==> config.mk <==
export PLATFORM = sky130hd
export DESIGN_NAME = multu_seq
export DESIGN_NICKNAME = d
export VERILOG_FILES = /design/src/rtl/multu_seq.sv
export SDC_FILE = /design/constraint.sdc
export NUM_CORES = 1
export LEC_CHECK = 0
export ABC_AREA = 1
export CORE_UTILIZATION = 50
export DETAILED_ROUTE_END_ITERATION = 6
export DONT_BUFFER_PORTS = 1
export PLACE_DENSITY_LB_ADDON = 0.3
export SLEW_MARGIN = 5
export SYNTH_ARGS = -nofsm -noshare
export SYNTH_HDL_FRONTEND = slang
export SYNTH_SLANG_ARGS = --single-unit
==> constraint.sdc <==
create_clock -name clk -period 3.3 [get_ports clk]
set_input_delay 0.66 -clock clk [delete_from_list [all_inputs] [get_ports clk]]
set_output_delay 0.66 -clock clk [all_outputs]
set_load 0.005 [all_outputs]
==> src/rtl/multu_seq.sv <==
// multu_seq: EX-stage unsigned multiply sequencer that owns the HI/LO registers.
// Latency: multu accepted in cycle 0 -> busy cycles 1..WIDTH -> HI/LO readable from cycle WIDTH+1.
// Backpressure: a multu/mfhi/mflo reaching EX while a multiply runs raises stall (combinational).
//
// Ports: clk/rst (sync, active-high); op_valid + ALUOperation select the request;
//        src_a/src_b are operands sampled only on acceptance; stall/busy report the
//        in-flight multiply; hilo_rd/hilo_out supply mfhi/mflo results; hi/lo are the
//        architectural registers.
module multu_seq #(
    parameter int         WIDTH   = 32,
    parameter logic [5:0] F_MULTU = 6'd25,
    parameter logic [5:0] F_MFHI  = 6'd16,
    parameter logic [5:0] F_MFLO  = 6'd18
) (
    input  logic             clk,
    input  logic             rst,
    input  logic             op_valid,
    input  logic [5:0]       ALUOperation,
    input  logic [WIDTH-1:0] src_a,
    input  logic [WIDTH-1:0] src_b,
    output logic             stall,
    output logic             busy,
    output logic             hilo_rd,
    output logic [WIDTH-1:0] hilo_out,
    output logic [WIDTH-1:0] hi,
    output logic [WIDTH-1:0] lo
);

    localparam int CW = (WIDTH > 1) ? $clog2(WIDTH) : 1;

    typedef enum logic {
        IDLE = 1'b0,
        RUN  = 1'b1
    } state_t;

    state_t             state;
    state_t             state_nxt;
    logic [CW-1:0]      count;
    logic [WIDTH-1:0]   mcand;
    logic [2*WIDTH-1:0] product;
    logic [2*WIDTH-1:0] product_step;
    logic [WIDTH:0]     step_sum;

    logic is_multu;
    logic is_mfhi;
    logic is_mflo;
    logic hilo_op;
    logic start;
    logic last_step;

    // Request decode: anything without op_valid, or any other code, is ignored.
    assign is_multu  = op_valid && (ALUOperation == F_MULTU);
    assign is_mfhi   = op_valid && (ALUOperation == F_MFHI);
    assign is_mflo   = op_valid && (ALUOperation == F_MFLO);
    assign hilo_op   = is_multu || is_mfhi || is_mflo;
    assign start     = (state == IDLE) && is_multu;
    assign last_step = (state == RUN) && (count == CW'(WIDTH - 1));

    // One shift-add step: the low half starts as the multiplier and is consumed
    // LSB first; the carry out of the add shifts into the top bit.
    assign step_sum     = {1'b0, product[2*WIDTH-1:WIDTH]}
                        + (product[0] ? {1'b0, mcand} : {(WIDTH+1){1'b0}});
    assign product_step = {step_sum, product[WIDTH-1:1]};

    // State register
    always_ff @(posedge clk) begin
        if (rst) begin
            state <= IDLE;
        end else begin
            state <= state_nxt;
        end
    end

    // Next-state logic
    always_comb begin
        state_nxt = state;
        case (state)
            IDLE:    if (is_multu)  state_nxt = RUN;
            RUN:     if (last_step) state_nxt = IDLE;
            default: state_nxt = IDLE;
        endcase
    end

    // Output logic
    always_comb begin
        busy     = (state == RUN);
        stall    = hilo_op && (state == RUN);
        hilo_rd  = (state == IDLE) && (is_mfhi || is_mflo);
        hilo_out = '0;
        if (hilo_rd) begin
            hilo_out = is_mfhi ? hi : lo;
        end
    end

    // Datapath: operands, running product, step counter and HI/LO.
    // HI/LO are written from the post-step product so the final step lands
    // on the same edge that returns the FSM to IDLE.
    always_ff @(posedge clk) begin
        if (rst) begin
            count   <= '0;
            mcand   <= '0;
            product <= '0;
            hi      <= '0;
            lo      <= '0;
        end else if (start) begin
            mcand   <= src_a;
            product <= {{WIDTH{1'b0}}, src_b};
            count   <= '0;
        end else if (state == RUN) begin
            product <= product_step;
            if (last_step) begin
                count <= '0;
                hi    <= product_step[2*WIDTH-1:WIDTH];
                lo    <= product_step[WIDTH-1:0];
            end else begin
                count <= count + 1'b1;
            end
        end
    end

endmodule

==> results of run 1 <==
power by group:
group	switching, mW	leakage, nW	internal, mW
clock network	1.03	0.299	1.04
registers	0.00535	1.34	2.01
logic	0.0664	3.82	0.0203
routing by layer:
layer | global-route usage [%] | wire (um) | up-vias | part of all wire (%)
li1 | - | - | 4605 | -
met1 | 34.1 | 11600 | 4119 | 42
met2 | 49.7 | 12800 | 316 | 47
met3 | 7.60 | 2020 | 62 | 7.4
met4 | 12.2 | 963 | 0 | 3.5
met5 | 0 | 0 | - | 0
sequential cells by signal, summed over array words and instances (netlist names):
signal	flops
count	5
hi	32
mcand	32
lo	32
product	64
busy	1
layout make-up:
class	instances	share of cell area (%)
sequential	166	32.7
clock buffer	17	4.19
tap	229	2.82
clock inverter	15	1.93
inverter	305	11.3
timing repair buffer	11	0.813
multi-input combinational	992	46.3
worst max-delay path, stage by stage (launching register included):
cell and delay (ps):
dfxtp_2 570, inv_1 160, nand2_1 80, inv_1 470, o21ai_0 210, a21oi_1 220
path summary, 6_finish.rpt:
| path | end | slack (ps) | depth (start not counted) |
|---|---|---|---|
| max | hilo_out[22] | 480 | 5 |
| min | mcand[2]$_SDFFE_PP0P_ | 350 | 2 |
| max reg2reg | product[42]$_SDFFE_PP0P_ | 670 | 7 |
| min reg2reg | count[4]$_SDFFE_PP0P_ | 470 | 2 |
Yosys cell counts (all sizes together):
library cell	number	share of area, %
nand2	472	19
inv	305	12
dfxtp	166	35
nor2	165	6.8
o21ai	112	5.9
nand3	70	3.8
a21oi	65	3.4
ha	34	4.5
buf	33	2.0
clkbuf	26	1.0
o221ai	21	1.9
xor2	11	1.0
nor3	8	0.42
o22ai	7	0.46
o211ai	6	0.48
a221oi	5	0.46
xnor2	5	0.46
a21o	3	0.24
nand3b	2	0.16
nand4	2	0.13
a31oi	1	0.066
and3	1	0.066
fa	1	0.21
o21bai	1	0.079
cells by family (layout without fill, tap and decap cells):
family / after synthesis / in the layout / share of synthesized area (%)
AND/OR/NAND/NOR: 720 / 720 / 30.4
buffers and inverters: 364 / 348 / 15.2
AO/OA/AOI/OAI: 221 / 221 / 13.1
flip-flops: 166 / 166 / 35.1
adder cells (fa/ha/maj): 35 / 35 / 4.71
XOR/XNOR: 16 / 16 / 1.48
placed cells by master (no fill, tap or decap), drive strengths merged:
master | netlist | routed
buf | 33 | 11
nor2 | 165 | 165
o21bai | 1 | 1
nand2 | 472 | 472
nand3 | 70 | 70
a21o | 3 | 3
a221oi | 5 | 5
clkinv | 0 | 8
nor3 | 8 | 8
a21oi | 65 | 65
o221ai | 21 | 21
ha | 34 | 34
o21ai | 112 | 112
fa | 1 | 1
nand4 | 2 | 2
nand3b | 2 | 2
xnor2 | 5 | 5
inv | 305 | 312
clkbuf | 26 | 17
a31oi | 1 | 1
o22ai | 7 | 7
xor2 | 11 | 11
and3 | 1 | 1
dfxtp | 166 | 166
o211ai | 6 | 6
metrics by stage:
stage	power [mW]	instances	hold WS [ps]	util, %	worst slack [ps]
finish	4.17	1735	352	55.6	476
global route	4.29	1735	349	55.6	322
CTS	4.19	1735	346	55.6	503
detailed placement	2.15	1703	463	52.2	534
global placement	2.14	1703	456	52.2	593
floorplan	2.13	1522	445	-	1090
==> metrics.yaml, run 1 <==
outcome:
  outcome: "finished clean"
cells_and_area:
  diodes: 0
  final_area_um2: 10200
  regArea_um2: 3320
  num-fill-cells: 1848
  area_growth_pct: 7.48
  nets: 1601
  drive_above_1_share_pct: 4.38
  multi_input_area_um2: 4700
clocking:
  postCtsResizedCells: 0
  cts_sinks: 166
  path_clk_slew_ps: 80
  postCtsSetupRepairBufs: 0
  cts_buffers: 17
  cts_tree: "built"
  ctsHoldBuffers: 0
  clkLatencyLatePin_ps: 450
  clockBufferDepth: 2
  htree_levels: 4
  cts_root_buffer: "clkbuf_16"
sta:
  fin_worst_skew_ps: 11.6
  fin_tns_setup_ps: 0
  fmax_ghz: 0.354
  setup_violations: 0
  min_period_over_period_pct: 85.6
  fin_crit_ps: 2820
  rsz0062_at_grt: "false"
  drv_slew: 0
  maxSlewHeadroom_pct: 47.9
  worstMarginPinSlew_ps: 781
  hold_viol: 0
global_routing:
  antenna_found_initial: 0
  grt_max_degree: 72
  grt.total_usage_pct: 29.0
  grt_pass1_wl_mm: 44.3
  grt_overflow: 0
  grt_pass1_vias: 8849
floorplan:
  core_um2: 18300
  initial_utilization_pct: 51.8
  io_pins: 172
  dieHeight_um: 140
  die_area_um2: 19500
  rows: 49
  die_w_um: 140
worst_setup_path:
  worstSetupStartpoint: "busy$_SDFF_PP0_"
  path_class: "register to output port"
  cp_data_required_time_ps: 2640
  crit_path_end_kind: "output port"
  critPathMaxFanout: 32
  worstPathArrival_ps: 2160
  r2r_start: "busy$_SDFF_PP0_"
  crit_path_start_kind: "register"
route:
  routedWlPerCell_um: 15.8
  drt_iter0_markers: 643
  drc: 0
  via_per_inst: 5.25
  ant_nets: 0
  wl_mm: 27.4
  via_count: 9102
  dr.pass1.iters: 7
synthesis:
  netlist_instances: 1522
  synth_nets: 1630
  synth_seq_cells: 166
  syn_area_um2: 9460
  synth_cell_types: 33
  yosys_warnings: 0
  syn_area_per_cell_um2: 6.21
  synth_seq_area_share_pct: 35.1
place:
  placed_area_um2: 9540
  portBuffers: 0
  place_hpwl_mm: 20.3
  gp_congestion: 0.951
flow_run:
  drv_cap: 0
power_and_ir_drop:
  leakagePower_nw: 5.46
  p_per_area_nw_per_um2: 410
  irDropWorstVdd_uv: 369
min_path:
  worstHoldStart: "src_a[2]"
  hold_path.class: "input pin to register"
(Power assumes the default switching activity.)
==> run 2, diff against run 1 <==
Settings changed: SKIP_CTS_REPAIR_TIMING set to 1.
==> results of run 2 <==
Same layout as run 1: the final DEF is identical, and so are final timing and power.
